<file path="config.mk">
export PLATFORM = sky130hd
export DESIGN_NAME = stopwatch_ctrl
export DESIGN_NICKNAME = d
export VERILOG_FILES = /design/src/rtl/stopwatch_ctrl.sv
export SDC_FILE = /design/constraint.sdc
export NUM_CORES = 1
export LEC_CHECK = 0
export CORE_MARGIN = 2
export CORE_UTILIZATION = 40
export CTS_BUF_LIST = sky130_fd_sc_hd__clkbuf_2
export CTS_CLUSTER_DIAMETER = 120
export CTS_CLUSTER_SIZE = 25
export DETAILED_ROUTE_END_ITERATION = 8
export GPL_TIMING_DRIVEN = 1
export PLACE_DENSITY = 0.62
export SETUP_SLACK_MARGIN = 0.3
export SYNTH_ARGS = -nofsm -noshare
export SYNTH_HDL_FRONTEND = slang
export SYNTH_SLANG_ARGS = --single-unit
</file>
<file path="constraint.sdc">
create_clock -name clk -period 1.9 [get_ports clk]
set_input_delay 0.57 -clock clk [delete_from_list [all_inputs] [get_ports clk]]
set_output_delay 0.57 -clock clk [all_outputs]
set_load 0.03 [all_outputs]
</file>
<file path="src/rtl/stopwatch_ctrl.sv">
// Stopwatch control core: centisecond prescaler, BCD mm:ss:cc time register, run/stop/lap FSM
// and the display snapshot scheduler. Define STOPWATCH_LAP_EN to build in the lap register.
module stopwatch_ctrl #(
    parameter int unsigned TICK_DIV = 100000
) (
    input  logic        clk,
    input  logic        rst,
    input  logic        btn_start_stop,
    input  logic        btn_lap,
    input  logic        btn_clear,
    input  logic        disp_ack,
    output logic        disp_req,
    output logic [23:0] disp_digits,
    output logic        running,
    output logic        lap_hold,
    output logic        overflow
);

    localparam int unsigned   PW        = $clog2(TICK_DIV);
    localparam logic [PW-1:0] PRESC_MAX = PW'(TICK_DIV - 1);

`ifdef STOPWATCH_LAP_EN
    localparam bit LAP_EN = 1'b1;
`else
    localparam bit LAP_EN = 1'b0;
`endif

    typedef enum logic [1:0] {
        ST_IDLE,
        ST_RUN,
        ST_STOP,
        ST_LAP_RUN
    } state_t;

    state_t        state_q, state_d;
    logic [PW-1:0] presc_q, presc_d;
    logic [23:0]   time_q, time_d;
    logic          ovf_q, ovf_d;
    logic          pending_q, pending_d;
    logic          req_q, req_d;
    logic [23:0]   digits_q, digits_d;
`ifdef STOPWATCH_LAP_EN
    logic [23:0]   lap_q, lap_d;
`endif

    logic          is_running, tick, wrap, lap_pulse, clear_eff, issue, set_pend;
    logic [23:0]   src;

    // Increment a packed {m1,m0,s1,s0,c1,c0} BCD value; the MSB of the result flags 59:59:99 -> 0.
    function automatic logic [24:0] bcd_inc(input logic [23:0] t);
        logic [23:0] n;
        logic        carry;
        logic [3:0]  lim;
        n     = t;
        carry = 1'b1;
        for (int i = 0; i < 6; i++) begin
            lim = (i == 3 || i == 5) ? 4'd5 : 4'd9;
            if (carry) begin
                if (n[i*4 +: 4] == lim) begin
                    n[i*4 +: 4] = 4'd0;
                end else begin
                    n[i*4 +: 4] = n[i*4 +: 4] + 4'd1;
                    carry       = 1'b0;
                end
            end
        end
        return {carry, n};
    endfunction

    assign lap_pulse = LAP_EN && btn_lap;

    always_comb begin
        // NOTE: every signal gets its hold value first so no path can infer a latch.
        state_d   = state_q;
        presc_d   = presc_q;
        time_d    = time_q;
        ovf_d     = ovf_q;
        pending_d = pending_q;
        req_d     = req_q;
        digits_d  = digits_q;
        wrap      = 1'b0;
`ifdef STOPWATCH_LAP_EN
        lap_d     = lap_q;
        src       = (state_q == ST_LAP_RUN) ? lap_q : time_q;
`else
        src       = time_q;
`endif

        is_running = (state_q == ST_RUN) || (state_q == ST_LAP_RUN);
        tick       = is_running && (presc_q == PRESC_MAX);
        clear_eff  = (state_q == ST_STOP) && btn_clear;

        if (is_running) presc_d = tick ? '0 : presc_q + PW'(1);
        if (tick) begin
            {wrap, time_d} = bcd_inc(time_q);
            if (wrap) ovf_d = 1'b1;
        end

        // Only the highest-priority pulse that acts in the current state is honoured.
        unique case (state_q)
            ST_IDLE: if (btn_start_stop) state_d = ST_RUN;
            ST_RUN: begin
                if (btn_start_stop) begin
                    state_d = ST_STOP;
                end else if (lap_pulse) begin
                    state_d = ST_LAP_RUN;
`ifdef STOPWATCH_LAP_EN
                    lap_d   = time_q;
`endif
                end
            end
            ST_LAP_RUN: begin
                if (btn_start_stop) state_d = ST_STOP;
                else if (lap_pulse) state_d = ST_RUN;
            end
            ST_STOP: begin
                if (clear_eff) begin
                    state_d = ST_IDLE;
                    time_d  = '0;
                    presc_d = '0;
                    ovf_d   = 1'b0;
                end else if (btn_start_stop) begin
                    state_d = ST_RUN;
                end
            end
            default: state_d = ST_IDLE;
        endcase

        // Snapshot scheduling: changes during an outstanding request coalesce into pending.
        set_pend = (tick && state_q != ST_LAP_RUN)
                 || ((state_q == ST_LAP_RUN) != (state_d == ST_LAP_RUN))
                 || clear_eff;
        issue     = pending_q && !req_q;
        pending_d = (pending_q && !issue) || set_pend;
        if (issue) begin
            req_d    = 1'b1;
            digits_d = src;
        end else if (req_q && disp_ack) begin
            req_d = 1'b0;
        end
    end

    always_ff @(posedge clk) begin
        if (rst) begin
            state_q   <= ST_IDLE;
            presc_q   <= '0;
            time_q    <= '0;
            ovf_q     <= 1'b0;
            pending_q <= 1'b1;
            req_q     <= 1'b0;
            digits_q  <= '0;
`ifdef STOPWATCH_LAP_EN
            lap_q     <= '0;
`endif
        end else begin
            // NOTE: non-blocking so every flop samples the pre-edge values of its peers.
            state_q   <= state_d;
            presc_q   <= presc_d;
            time_q    <= time_d;
            ovf_q     <= ovf_d;
            pending_q <= pending_d;
            req_q     <= req_d;
            digits_q  <= digits_d;
`ifdef STOPWATCH_LAP_EN
            lap_q     <= lap_d;
`endif
        end
    end

    assign disp_req    = req_q;
    assign disp_digits = digits_q;
    assign running     = (state_q == ST_RUN) || (state_q == ST_LAP_RUN);
    assign lap_hold    = (state_q == ST_LAP_RUN);
    assign overflow    = ovf_q;

endmodule
</file>
==> metrics.txt <==
DR pass1 iterations 7; Worst Skew 0.0219 ns; Starting Density 41.9%; VDD IR-drop max 365 uV; Gate Count Post-Synth 379; Bufs on Longest Clock Path 2; FF-to-FF End src[18]$_SDFF_PP0_; LEAKAGE 0.00184 uW; number of max-cap violations 0; Syn Std Cell Area 0.00327 sq mm; ys flop type dfxtp_1; DR WL/cell 13.9 um; final setup TNS 0 ns; RSZ-0062 raised after global routing true; Post-synth EDFFs 0; PD cells 520 mW/mm^2; Nets 479; # clock sinks 70; crit path DAT 1.25 ns; kind of cell adding the most delay to the critical path flip-flops; CTS Buf Count 9; detailed-route DRC error count 0; flop and latch count out of synthesis 70; most common cell after layout, fill and taps aside nand2_1; Ant. Diodes 0; pin count of the biggest net entering global routing 27; Worst-path clk slew 0.19 ns; startpoint types flop; core box area 0.00781 sq mm; Slew Viols, Final 0; outcome finished, final reports clean; top cell type's share of synthesized area 42.8%; post-layout min period 1.82 ns; final hold vios 0; final wirelength 8060 um; vias in the first global route 2769; most frequent cells in the layout nand2_1 (73), buf_4 (54), buf_6 (38), dfxtp_2 (34), a21oi_1 (33); number of cells on the worst reg-to-reg path 7; full die area 0.00892 sq mm; most frequent cell on the critical path buf_6; Hold Path Class reg -> reg; ys async rst share 0%; DIE HEIGHT 94.4 um; Worst Setup EP lap_hold; Util after Layout 59.3%; Synth area leader dfxtp_1; clk root buf clkbuf_2; Worst Path Buf+Inv 2; grt ovf 0; initial antenna violation count 0; Synth cell types 59; area growth from synthesis to layout 41.5%; max incr delay on CP 0.37 ns; post-route clock period utilization 95.9%; share of cells above drive strength 1 45.4%; routability cong. 0.825; synth warn 0; critical-path cell list buf_6 > and2_4 > buf_6; top cells by area, synth dfxtp_1 (43%), nand2_1 (8.7%), a21oi_1 (5.7%); final setup fails 0; Setup crit end kind primary output; critical path class reg -> out; Vias 2960; DR vias/cell 5.12; Initial DRC Count 80; max_slew headroom 78.2%; global-route wire length before repair 13000 um; TritonCTS clock tree done; post-route ant nets 0; r2r startpoint presc_q[11]$_SDFF_PP0_; CP required 1.33 ns; post-synth net total 386; Worst-Margin Slew 0.325 ns; Crit. path cell count 3; chip width 94.4 um; sequential area share after synthesis 42.8%; Max Freq 549 MHz; CP startpoint state_q[0]$_SDFF_PP0_; Row Count 32; slowest CP cell dfxtp_2; Final HPWL DP 5100 um; IO Pins 34; port bufs 32; GRT Total Usage 18.5%; CP max FO 4; R2R setup slack 0.13 ns; worst-skew pair later-pin latency 0.51 ns; mean area per synthesized cell 8.63 sq um; # hold bufs at CTS 0; H-tree Lvls 3
cell usage after synthesis, drive strengths merged, types with 3 or more instances:
cell	n
buf	5
nand4	17
a31o	4
nand3	8
a21oi	38
nand2	76
inv	7
and4bb	4
o21ai	5
and3	3
nor3	8
xor2	13
and4	4
clkbuf	14
dfxtp	70
mux2i	5
xnor2	10
nand2b	4
nor2	42
a31oi	3
nor2b	12
flip-flops by register name (all words and copies together) (netlist names):
register	cells
disp_digits	24
disp_req	1
overflow	1
pending_q	1
presc_q	17
src	24
state_q	2
worst min-delay path by stage:
stage                                 start                            to  slack [ns]  cells after the start
5_1_grt        disp_digits[15]$_SDFFE_PP0P_  disp_digits[15]$_SDFFE_PP0P_        0.49                      2
3_3_place_gp   disp_digits[16]$_SDFFE_PP0P_  disp_digits[16]$_SDFFE_PP0P_        0.44                      2
4_1_cts         disp_digits[1]$_SDFFE_PP0P_   disp_digits[1]$_SDFFE_PP0P_        0.47                      2
6_report        disp_digits[9]$_SDFFE_PP0P_   disp_digits[9]$_SDFFE_PP0P_        0.47                      2
2_1_floorplan            src[23]$_SDFF_PP0_  disp_digits[23]$_SDFFE_PP0P_        0.44                      2
3_5_place_dp   disp_digits[19]$_SDFFE_PP0P_  disp_digits[19]$_SDFFE_PP0P_        0.45                      2
through the flow:
step / worst slack [ns] / cells / hold slack (ns) / power (uW) / cell area [sq um]
2_1_floorplan: 0.240 / 379 / 0.445 / 1640 / 3320
3_3_place_gp: 0.0254 / 520 / 0.443 / 1700 / 3860
3_5_place_dp: 0.0207 / 520 / 0.447 / 1700 / 3860
4_1_cts: 0.0449 / 559 / 0.466 / 2410 / 4290
5_1_grt: 0.00584 / 578 / 0.490 / 2520 / 4630
6_report: 0.0788 / 578 / 0.472 / 2410 / 4630
power by group:
| group | switching [uW] | internal, uW | total (uW) |
|---|---|---|---|
| Sequential | 10.4 | 1470 | 1480 |
| Clock | 522 | 161 | 683 |
| Combinational | 138 | 99.9 | 238 |
| Total | 670 | 1740 | 2410 |
metal layers:
layer | up-vias | wire [um] | track usage [%]
met5 | - | 0 | 0
met4 | 0 | 63 | 5.68
met3 | 7 | 262 | 5.19
met2 | 36 | 4250 | 31.7
met1 | 1428 | 3490 | 22.4
li1 | 1489 | - | -
cell families (layout without fill, tap and decap cells):
family          count (synthesis)  after routing  synth area share, %
mux                             5              5                 1.53
simple gates                  195            195                 34.3
compound gates                 59             59                 11.1
flops                          70             70                 42.8
fa+ha+maj                       1              1                0.382
xor+xnor                       23             23                 6.16
buf+inv                        26            123                 3.63
final cells by class:
| class | count | area (sq um) |
|---|---|---|
| fill | 701 | 3180 |
| sequential | 70 | 1470 |
| tap | 102 | 128 |
| multi-input combinational | 283 | 1970 |
| clock buffer | 10 | 50.0 |
| clock inverter | 5 | 27.5 |
| timing repair buffer | 101 | 958 |
| inverter | 7 | 26.3 |
what timing repair did:
item                       CTS  global route
setup buffers               23            19
gates cloned                 1             0
pin swaps                   25            34
resized for setup          231            59
setup endpoints to repair   44            69
tightest hold or removal path, cell delays in order, from the launching register on:
cell and delay, ns:
dfxtp_2 0.36, nand2_1 0.05, a21oi_1 0.05
Power figures use the tool's default switching activity.
